--- src/rtl/jk_counter_sequencer.sv ---
// jk_counter_sequencer: start/stop/pause sequencer around a JK-flip-flop counter
// with programmable terminal count, up/down direction and one-shot or auto-reload.
module jk_counter_sequencer #(
  parameter int WIDTH = 4
) (
  input  logic             clk,
  input  logic             reset_n,
  input  logic             start,
  input  logic             stop,
  input  logic             pause,
  input  logic             dir,
  input  logic             reload,
  input  logic [WIDTH-1:0] limit,
  output logic [WIDTH-1:0] count,
  output logic             busy,
  output logic             done,
  output logic             wrap,
  output logic [1:0]       state
);
  typedef enum logic [1:0] {S_IDLE = 2'b00, S_RUN = 2'b01, S_HOLD = 2'b10, S_DONE = 2'b11} state_t;
  state_t           r_state, w_next;
  logic [WIDTH-1:0] r_count, r_limit;
  logic             r_dir, r_reload, r_done, r_wrap;
  logic             w_load, w_step, w_sample, w_done, w_wrap, w_term;
  logic [WIDTH-1:0] w_load_val, w_t, w_j, w_k;
  assign w_term = r_dir ? (r_count == '0) : (r_count == r_limit);
  // Toggle enables: a bit flips when every lower bit is 1 (up) or 0 (down).
  for (genvar i = 0; i < WIDTH; i++) begin : g_t
    if (i == 0) begin : g_lsb
      assign w_t[i] = w_step;
    end else begin : g_bit
      assign w_t[i] = w_step & (r_dir ? ~|r_count[i-1:0] : &r_count[i-1:0]);
    end
  end
  // Load overrides the toggle path with J=value, K=~value; no step means J=K=0.
  assign w_j = w_load ? w_load_val : w_t;
  assign w_k = w_load ? ~w_load_val : w_t;
  always_comb begin
    w_next     = r_state;
    w_load     = 1'b0;
    w_load_val = r_dir ? r_limit : '0;
    w_step     = 1'b0;
    w_sample   = 1'b0;
    w_done     = 1'b0;
    w_wrap     = 1'b0;
    case (r_state)
      S_IDLE, S_DONE: begin
        if (stop) w_next = S_IDLE;
        else if (start) begin
          w_sample   = 1'b1;
          w_load     = 1'b1;
          w_load_val = dir ? limit : '0;
          w_next     = S_RUN;
        end
      end
      S_RUN: begin
        if (stop) w_next = S_IDLE;
        else if (pause) w_next = S_HOLD;
        else if (w_term) begin
          if (r_reload) begin
            w_load = 1'b1;
            w_wrap = 1'b1;
          end else begin
            w_next = S_DONE;
            w_done = 1'b1;
          end
        end else w_step = 1'b1;
      end
      S_HOLD: w_next = stop ? S_IDLE : (pause ? S_HOLD : S_RUN);
      default: w_next = S_IDLE;
    endcase
  end
  always_ff @(posedge clk or negedge reset_n) begin
    if (!reset_n) begin
      r_state  <= S_IDLE;
      r_count  <= '0;
      r_limit  <= '0;
      r_dir    <= 1'b0;
      r_reload <= 1'b0;
      r_done   <= 1'b0;
      r_wrap   <= 1'b0;
    end else begin
      r_state <= w_next;
      r_count <= (w_j & ~r_count) | (~w_k & r_count);
      r_done  <= w_done;
      r_wrap  <= w_wrap;
      if (w_sample) begin
        r_limit  <= limit;
        r_dir    <= dir;
        r_reload <= reload;
      end
    end
  end
  assign count = r_count;
  assign busy  = (r_state == S_RUN) || (r_state == S_HOLD);
  assign done  = r_done;
  assign wrap  = r_wrap;
  assign state = r_state;
endmodule

--- config.mk ---
export PLATFORM = sky130hd
export DESIGN_NAME = jk_counter_sequencer
export DESIGN_NICKNAME = d
export VERILOG_FILES = /design/src/rtl/jk_counter_sequencer.sv
export SDC_FILE = /design/constraint.sdc
export NUM_CORES = 1
export LEC_CHECK = 0
export BUFFER_PORTS_ARGS = -buffer_cell sky130_fd_sc_hd__buf_2
export CAP_MARGIN = 20
export CORE_MARGIN = 1.5
export CORE_UTILIZATION = 48
export CTS_CLUSTER_DIAMETER = 40
export DETAILED_ROUTE_END_ITERATION = 6
export PLACE_DENSITY = 0.74
export SLEW_MARGIN = 20
export SYNTH_ARGS = -nofsm -noshare
export SYNTH_HDL_FRONTEND = slang
export SYNTH_SLANG_ARGS = --single-unit
--- constraint.sdc ---
create_clock -name clk -period 1.8 [get_ports clk]
set_input_delay 0.27 -clock clk [delete_from_list [all_inputs] [get_ports clk]]
set_output_delay 0.27 -clock clk [all_outputs]
set_load 0.02 [all_outputs]
After elaboration in Yosys (flattened, before gate mapping)

Index checks and enable logic that the tools add are counted.

$add $sub $neg: 0
Mux-type cells: 38
Divide/modulo/power cells: 0
Multipliers: 0
Equal/unequal tests: 7
Magnitude comparators: 0
Bitwise logic cells: 9
Shift-type cells: 0
Reduce and logical (&&, ||, !) cells: 12

Operators with widths:

| cell                                                | number |
|---|---|
| 2-to-1 mux 4 bit                                    | 7 |
| 2-to-1 mux 1 bit                                    | 21 |
| 2-to-1 mux 2 bit                                    | 8 |
| NOT 4 bit                                           | 3 |
| AND 4 bit                                           | 2 |
| inequality test 4 bit, second input constant        | 2 |
| case mux 2 bit (3 select lines)                     | 1 |
| AND reduction 3 bit                                 | 2 |
| equality test 2 bit, second input constant          | 2 |
| equality test 4 bit                                 | 1 |
| logical NOT 4 bit                                   | 1 |
| OR 4 bit                                            | 1 |
| OR reduction 2 bit                                  | 2 |
| AND 1 bit                                           | 3 |
| logical NOT 1 bit                                   | 3 |
| inequality test 3 bit, second input constant        | 1 |
| OR reduction 3 bit                                  | 1 |
| equality test 2 x 1 -> 1 bit, second input constant | 1 |
| logical NOT 2 bit                                   | 1 |
| case mux 1 bit (2 select lines)                     | 1 |
| AND reduction 2 bit                                 | 1 |
| logical OR 1 bit                                    | 1 |

Bits in registers: 14
Input bits: 11
Memories: 0
Output and inout bits: 9
RAM bits: 0
Logic and storage cells: 73
ROM bits: 0
Bits in latches: 0

Logic depth before layout (Yosys ltp)

Gate-level depths: netlist of the first run.

Depth in word-level cells: 11
Gate-level depth with buffers: 7
Gate-level depth less buffers: 7

Least setup slack after synthesis of the first run

OpenSTA, ideal clock, no wires.

Path kind: reg2reg
Start point: reg r_count[0], in the netlist count[0]
End point: reg r_count[3], in the netlist count[3]
Arrival: 1.743 ns
Stages on the path, launching flop included: 7
Path slack: -0.068 ns
Clock period less this slack: 1.868 ns
Path buffers: 1
Data required time: 1.675 ns
Path through: dfrtp_1 -> buf_6 -> or4b_4 -> nand2b_4 -> o22ai_2 -> a21oi_2 -> mux2_4

Longest elaborated chain between the ends: 11

RTL lines:

| what                                                            | RTL line | RTL |
|---|---|---|
| from (decl)                                                     | 22       | `logic [WIDTH-1:0] r_count, r_limit;` |
| from (signal assigned)                                          | 84       | `r_count <= (w_j & ~r_count) \| (~w_k & r_count);` |
| equality test 4 bit / logical NOT 4 bit (equally long branches) | 26       | `assign w_term = r_dir ? (r_count == '0) : (r_count == r_limit);` |
| 2-to-1 mux 1 bit                                                | 26       |  |
| 2-to-1 mux 1 bit                                                | 59       | `else if (w_term) begin` |
| 2-to-1 mux 1 bit                                                | 58       | `else if (pause) w_next = S_HOLD;` |
| 2-to-1 mux 1 bit                                                | 57       | `if (stop) w_next = S_IDLE;` |
| 2-to-1 mux 1 bit                                                | 46       | `case (r_state)` |
| AND 1 bit                                                       | 32       | `assign w_t[i] = w_step & (r_dir ? ~\|r_count[i-1:0] : &r_count[i-1:0]);` |
| 2-to-1 mux 4 bit                                                | 37       | `assign w_k = w_load ? ~w_load_val : w_t;` |
| NOT 4 bit                                                       | 84       |  |
| AND 4 bit                                                       | 84       |  |
| OR 4 bit *                                                      | 84       |  |

Mark *: on every way between the ends. The rest lies on a longest branch, timed or not.
A chain may end at the register's enable or synchronous reset.

Worst setup path after layout of the first run

Start point: reg r_count[1], in the netlist count[1]
End point: reg r_count[3], in the netlist count[3]

The elaborated chain is that of the path after synthesis.

==> results.json, run 1 <==
{
  "htree_levels": 1,
  "cp_max_fo": 4,
  "grt_remaining_overflow": 0,
  "fillers": 159,
  "setup_viol": 0,
  "pre_cts_slack_ns": 0.0361,
  "worstPathArrival_ns": 1.94,
  "rsz0062_at_grt": "yes",
  "gp_congestion": 0.909,
  "min_path_cells": 2,
  "p_sw_share_pct": 44.0,
  "hold_path.class": "primary input to flip-flop",
  "finalCritPeriodShare_pct": 97.7,
  "tightestPinTransition_ns": 0.323,
  "drt-wirelength-per-cell_um": 12.7,
  "cts-root-buf": "clkbuf_4",
  "n_antenna_cell": 0,
  "die_area_sq_um": 2270,
  "worstSetupPathType": "flip-flop to flip-flop",
  "ys_types": 39,
  "vias": 794,
  "critPathSlowestCell": "or4b_4",
  "clock.fmax_mhz": 569,
  "synth_top_cell_by_area": "dfrtp_1",
  "via_per_inst": 5.36,
  "setup_slack_ns": 0.0418,
  "syn_inst": 93,
  "grt_max_degree": 15,
  "cp-end-kind": "flip-flop",
  "portBuffers": 19,
  "drive_gt1_share_pct": 38.2,
  "leakage_nw": 0.540,
  "drv_slew": 0,
  "grt_pass1_vias": 744,
  "internal-power_mw": 0.964,
  "rows": 15,
  "die_h_um": 47.6,
  "hold_viol": 0,
  "netlist_area_sq_um": 955,
  "path_cells": "or4b_4 > nand2b_4 > o22ai_2 > a21oi_2 > mux2_4",
  "drcViolationCount": 0,
  "synthFlopType": "dfrtp_1",
  "max-clock-path-buffers": 2,
  "syn_area_per_cell_sq_um": 10.3,
  "cp_slowest_stage_delay_ns": 0.57,
  "seqPwrFrac_pct": 31.3,
  "synth-edff-count": 0,
  "cts_tree": "yes",
  "grt_pass1_wl_mm": 3.15,
  "final_nets": 137,
  "status": "finished clean",
  "initial_core_util_pct": 53.0,
  "cts.sinks": 14,
  "cp_data_required_time_ns": 1.98,
  "combPwrFrac_pct": 57.6,
  "holdWs_ns": 0.196,
  "coreArea_sq_um": 1800,
  "skew_ns": 0.00932,
  "yosysWarnings": 0,
  "power.switching_mw": 0.759,
  "dr.pass1.iters": 4,
  "io_pins": 20,
  "cap_violations": 0,
  "irDropWorstVdd_uv": 738,
  "cts_buffers": 3,
  "drt_iter0_drc": 17,
  "finalPower_mw": 1.72,
  "ys_seq_area_share_pct": 36.7,
  "synth.area.top_cells": "dfrtp_1 (37%), mux2_1 (4.7%), mux2i_1 (4.2%)",
  "r2r_slack_ns": 0.04,
  "syn_nets": 106,
  "die_w_um": 47.6,
  "max-slew-margin-rel_pct": 78.5,
  "synthArstFlopShare_pct": 100,
  "cp-start-kind": "flip-flop",
  "clk_latency_ns": 0.29,
  "ant_nets": 0,
  "ff2ff_path_depth": 5,
  "drt-total-wl_mm": 1.88,
  "yosysTopAreaCellShare_pct": 36.7,
  "fin_tns_setup_ns": 0,
  "clkTransAtPathRegs_ns": 0.09,
  "p_per_area_nw_per_um2": 1470,
  "post-route-min-period_ns": 1.76,
  "ys_seq_elements": 14,
  "clock_power_share_pct": 11.2,
  "dp_hpwl_mm": 1.51,
  "grt_usage_pct": 20.1,
  "syn2layout_area_growth_pct": 22.4,
  "grt_antenna_before_repair": 0
}
==> logic make-up after synthesis <==
logic type / synth area share (%)
xor+xnor: 5.50
simple gates: 20.1
flops: 36.7
fa+ha+maj: 2.62
mux: 12.8
buf+inv: 4.98
compound gates: 17.3
==> critical path, delay by kind of cell, from the launching register on <==
kind | cells | cell delay (ns)
flops | 1 | 0.43
simple gates | 2 | 0.75
mux | 1 | 0.31
compound gates | 2 | 0.16
==> Yosys cell counts (2+ instances only) <==
library cell,n
a211oi_1,3
a21oi_1,2
a31oi_1,4
dfrtp_1,14
ha_1,2
inv_1,5
mux2_1,4
mux2_2,2
mux2i_1,4
nand2_1,8
nor2_1,9
nor3_1,3
o21ai_0,2
o22ai_1,2
xnor2_1,2
xor2_1,4
==> cells in the final DEF (no fill, tap or decap), types with 2 or more instances in the layout <==
master | netlist | final
mux2i_1 | 4 | 4
dfrtp_2 | 0 | 2
mux2_2 | 2 | 2
nand2_1 | 8 | 8
clkbuf_4 | 0 | 3
dfrtp_1 | 14 | 12
a211oi_1 | 3 | 3
mux2_1 | 4 | 4
xor2_1 | 4 | 4
nor2_1 | 9 | 8
a21oi_1 | 2 | 2
buf_2 | 0 | 19
o21ai_0 | 2 | 2
a31oi_1 | 4 | 4
nor3_1 | 3 | 2
inv_1 | 5 | 5
xnor2_1 | 2 | 2
o22ai_1 | 2 | 2
buf_4 | 0 | 9
==> flip-flops by register name (all words and copies together) (netlist names) <==
name	flops
done	1
r_reload	1
state	2
r_dir	1
wrap	1
r_limit	4
count	4
==> power groups by stage <==
stage	Combinational, mW	Clock [mW]	Sequential (mW)
global route	1.08	0.210	0.552
detailed placement	0.955	0	0.548
finish	0.991	0.192	0.538
CTS	0.960	0.199	0.540
global placement	0.936	0	0.540
floorplan	0.650	0	0.599
==> final timing paths <==
check,startpoint,endpoint
hold / removal,reload,r_reload
setup / recovery,count[1],count[3]
max in group asynchronous,reset_n,count[0]
setup reg to reg,count[1],count[3]
hold reg to reg,r_reload,done
min in group asynchronous,reset_n,count[3]
==> stage by stage <==
stage	area [sq um]	utilization, %	std cells
floorplan	957	-	93
global placement	1110	61.9	142
detailed placement	1110	61.9	142
CTS	1150	63.9	147
global route	1170	64.9	148
finish	1170	64.9	148
==> final cells by class <==
cell class              instances  area [sq um]  share of cell area, %
multi-input cells              71           567                   48.5
flip-flops and latches         14           353                   30.2
repair buffers                 29           173                   14.8
well taps                      25          31.3                   2.68
clock buffers                   4          26.3                   2.25
inverters                       5          18.8                   1.61
==> repair_timing <==
item | in CTS | in global routing
hold buffers | 1 | 0
buffers inserted | 0 | 1
resized for setup | 0 | 3
endpoints found under the setup margin | 0 | 6
hold endpoints to repair | 14 | 0
==> layer usage <==
metal  part of all wire [%]  GRT usage, %  wire [um]
met5                      0             0          0
met4                    1.2          6.49         23
met3                    3.5          3.40         65
met2                     47          32.4        877
met1                     49          27.6        914
Note: power is estimated with default switching activity, not from simulation.
==> run 2: changes to the inputs <==
--- a/config.mk
+++ b/config.mk
@@ -7,6 +7,7 @@
 export LEC_CHECK = 0
 export BUFFER_PORTS_ARGS = -buffer_cell sky130_fd_sc_hd__buf_2
 export CAP_MARGIN = 20
+export CORE_ASPECT_RATIO = 1.2
 export CORE_MARGIN = 1.5
 export CORE_UTILIZATION = 48
 export CTS_CLUSTER_DIAMETER = 40
==> run 2 against run 1 <==
Net effect:
- die area about the same
- core utilization decreased by 1.4 points
- setup slack got worse by 0.00070 ns
- critical endpoint unchanged
==> results.json, run 2 (synthesis gave the netlist of run 1 again) <==
{
  "status": "finished clean",
  "skew_ns": 0.00752,
  "die_area_sq_um": 2270,
  "n_antenna_cell": 0,
  "via_per_inst": 5.76,
  "drt-wirelength-per-cell_um": 14.0,
  "r2r_slack_ns": 0.04,
  "p_per_area_nw_per_um2": 1470,
  "grt_remaining_overflow": 0,
  "hold_viol": 0,
  "ant_nets": 0,
  "rsz0062_at_grt": "yes",
  "worstPathArrival_ns": 1.94,
  "holdWs_ns": 0.191,
  "drt_iter0_drc": 26,
  "grt.met1_usage_pct": 24.1,
  "drt-total-wl_mm": 1.99,
  "finalCritPeriodShare_pct": 97.7,
  "placed_cell_area_sq_um": 1110,
  "cp_data_required_time_ns": 1.98,
  "leakage_nw": 0.548,
  "grt_pass1_wl_mm": 3.29,
  "cts_buffers": 3,
  "dr.pass1.iters": 4,
  "final_nets": 138,
  "drcViolationCount": 0,
  "layout_commonest_cell": "buf_2",
  "grt_pass1_vias": 776,
  "initial_core_util_pct": 51.6,
  "post-route-min-period_ns": 1.76,
  "met3_usage_pct": 3.13,
  "cp-end-kind": "flip-flop",
  "tightestPinTransition_ns": 0.315,
  "io_pins": 20,
  "met2_usage_pct": 35.0,
  "hold_path.class": "primary input to flip-flop",
  "cts.sinks": 14,
  "die_h_um": 51.9,
  "coreArea_sq_um": 1850,
  "cap_violations": 0,
  "cts_tree": "yes",
  "portBuffers": 19,
  "setup_viol": 0,
  "clock.fmax_mhz": 569,
  "postLayoutCoreUtil_pct": 63.5,
  "grt_usage_pct": 20.4,
  "pre_cts_slack_ns": -0.0439,
  "htree_levels": 1,
  "max-slew-margin-rel_pct": 79.0,
  "cp-start-kind": "flip-flop",
  "gp_congestion": 0.829,
  "rows": 17,
  "cp_max_fo": 4,
  "clk_latency_ns": 0.28,
  "final_cell_mix": "buf_2 (19), dfrtp_1 (12), buf_4 (9)",
  "setup_slack_ns": 0.0411,
  "grt_max_degree": 15,
  "die_w_um": 43.7,
  "max-clock-path-buffers": 2,
  "cts-root-buf": "clkbuf_4",
  "fin_area_sq_um": 1170,
  "grt_antenna_before_repair": 0,
  "worstSetupPathType": "flip-flop to flip-flop",
  "clkTransAtPathRegs_ns": 0.09,
  "drv_slew": 0,
  "vias": 818,
  "drive_gt1_share_pct": 39.0,
  "dp_hpwl_mm": 1.63,
  "irDropWorstVdd_uv": 858,
  "top_usage_layer": "met2",
  "syn2layout_area_growth_pct": 23.1
}
## run 2: cell types whose count changed in the layout (fill, tap and decap cells not counted), sizes merged
cell,previous run,this run
clkbuf,4,3
buf,28,29
## run 2: layout make-up
class                      count  area, sq um
sequential                    14          353
inverter                       5         18.8
fill                         153          676
tap                           19         23.8
timing repair buffer          30          184
multi-input combinational     71          573
clock buffer                   3         22.5
## run 2: final timing paths
check,to,startpoint,cells after the start
min reg2reg,done,r_reload,1
max reg2reg,count[3],state[1],6
max in group asynchronous,count[1],reset_n,2
max,count[3],state[1],6
min in group asynchronous,state[1],reset_n,2
min,r_reload,reload,2
## run 2: critical path, cell delays in order, from the launching register on
cell,delay [ns]
dfrtp_1,0.40
buf_4,0.14
ha_1,0.22
nand3b_1,0.24
nor3_2,0.25
a21oi_2,0.10
mux2_4,0.30
## run 2: timing repair
item,in CTS,in global routing
endpoints found under the setup margin,4,6
gates resized for setup,1,4
endpoints found under the hold margin,14,0
setup buffers,0,2
pin swaps,0,3
hold buffers,1,0
## run 2: power by group
part | total, mW | switching (mW) | internal, mW
clock | 0.181 | 0.103 | 0.0777
combinational | 0.999 | 0.545 | 0.454
sequential | 0.545 | 0.115 | 0.430
total | 1.72 | 0.762 | 0.962
## run 2: layer usage
| layer | share of wire [%] | up-vias |
|---|---|---|
| met2 | 53 | 21 |
| met4 | 1.9 | 0 |
| met3 | 3.1 | 4 |
| met1 | 42 | 388 |
| met5 | 0 | - |
| li1 | - | 405 |
## run 2: through the flow
stage / instances / TNS, ns / total power [mW]
4_1_cts: 140 / 0 / 1.70
2_1_floorplan: 93 / -0.0446 / 1.25
5_1_grt: 142 / -0.111 / 1.85
6_report: 142 / 0 / 1.72
3_3_place_gp: 136 / 0 / 1.48
3_5_place_dp: 136 / -0.0770 / 1.51
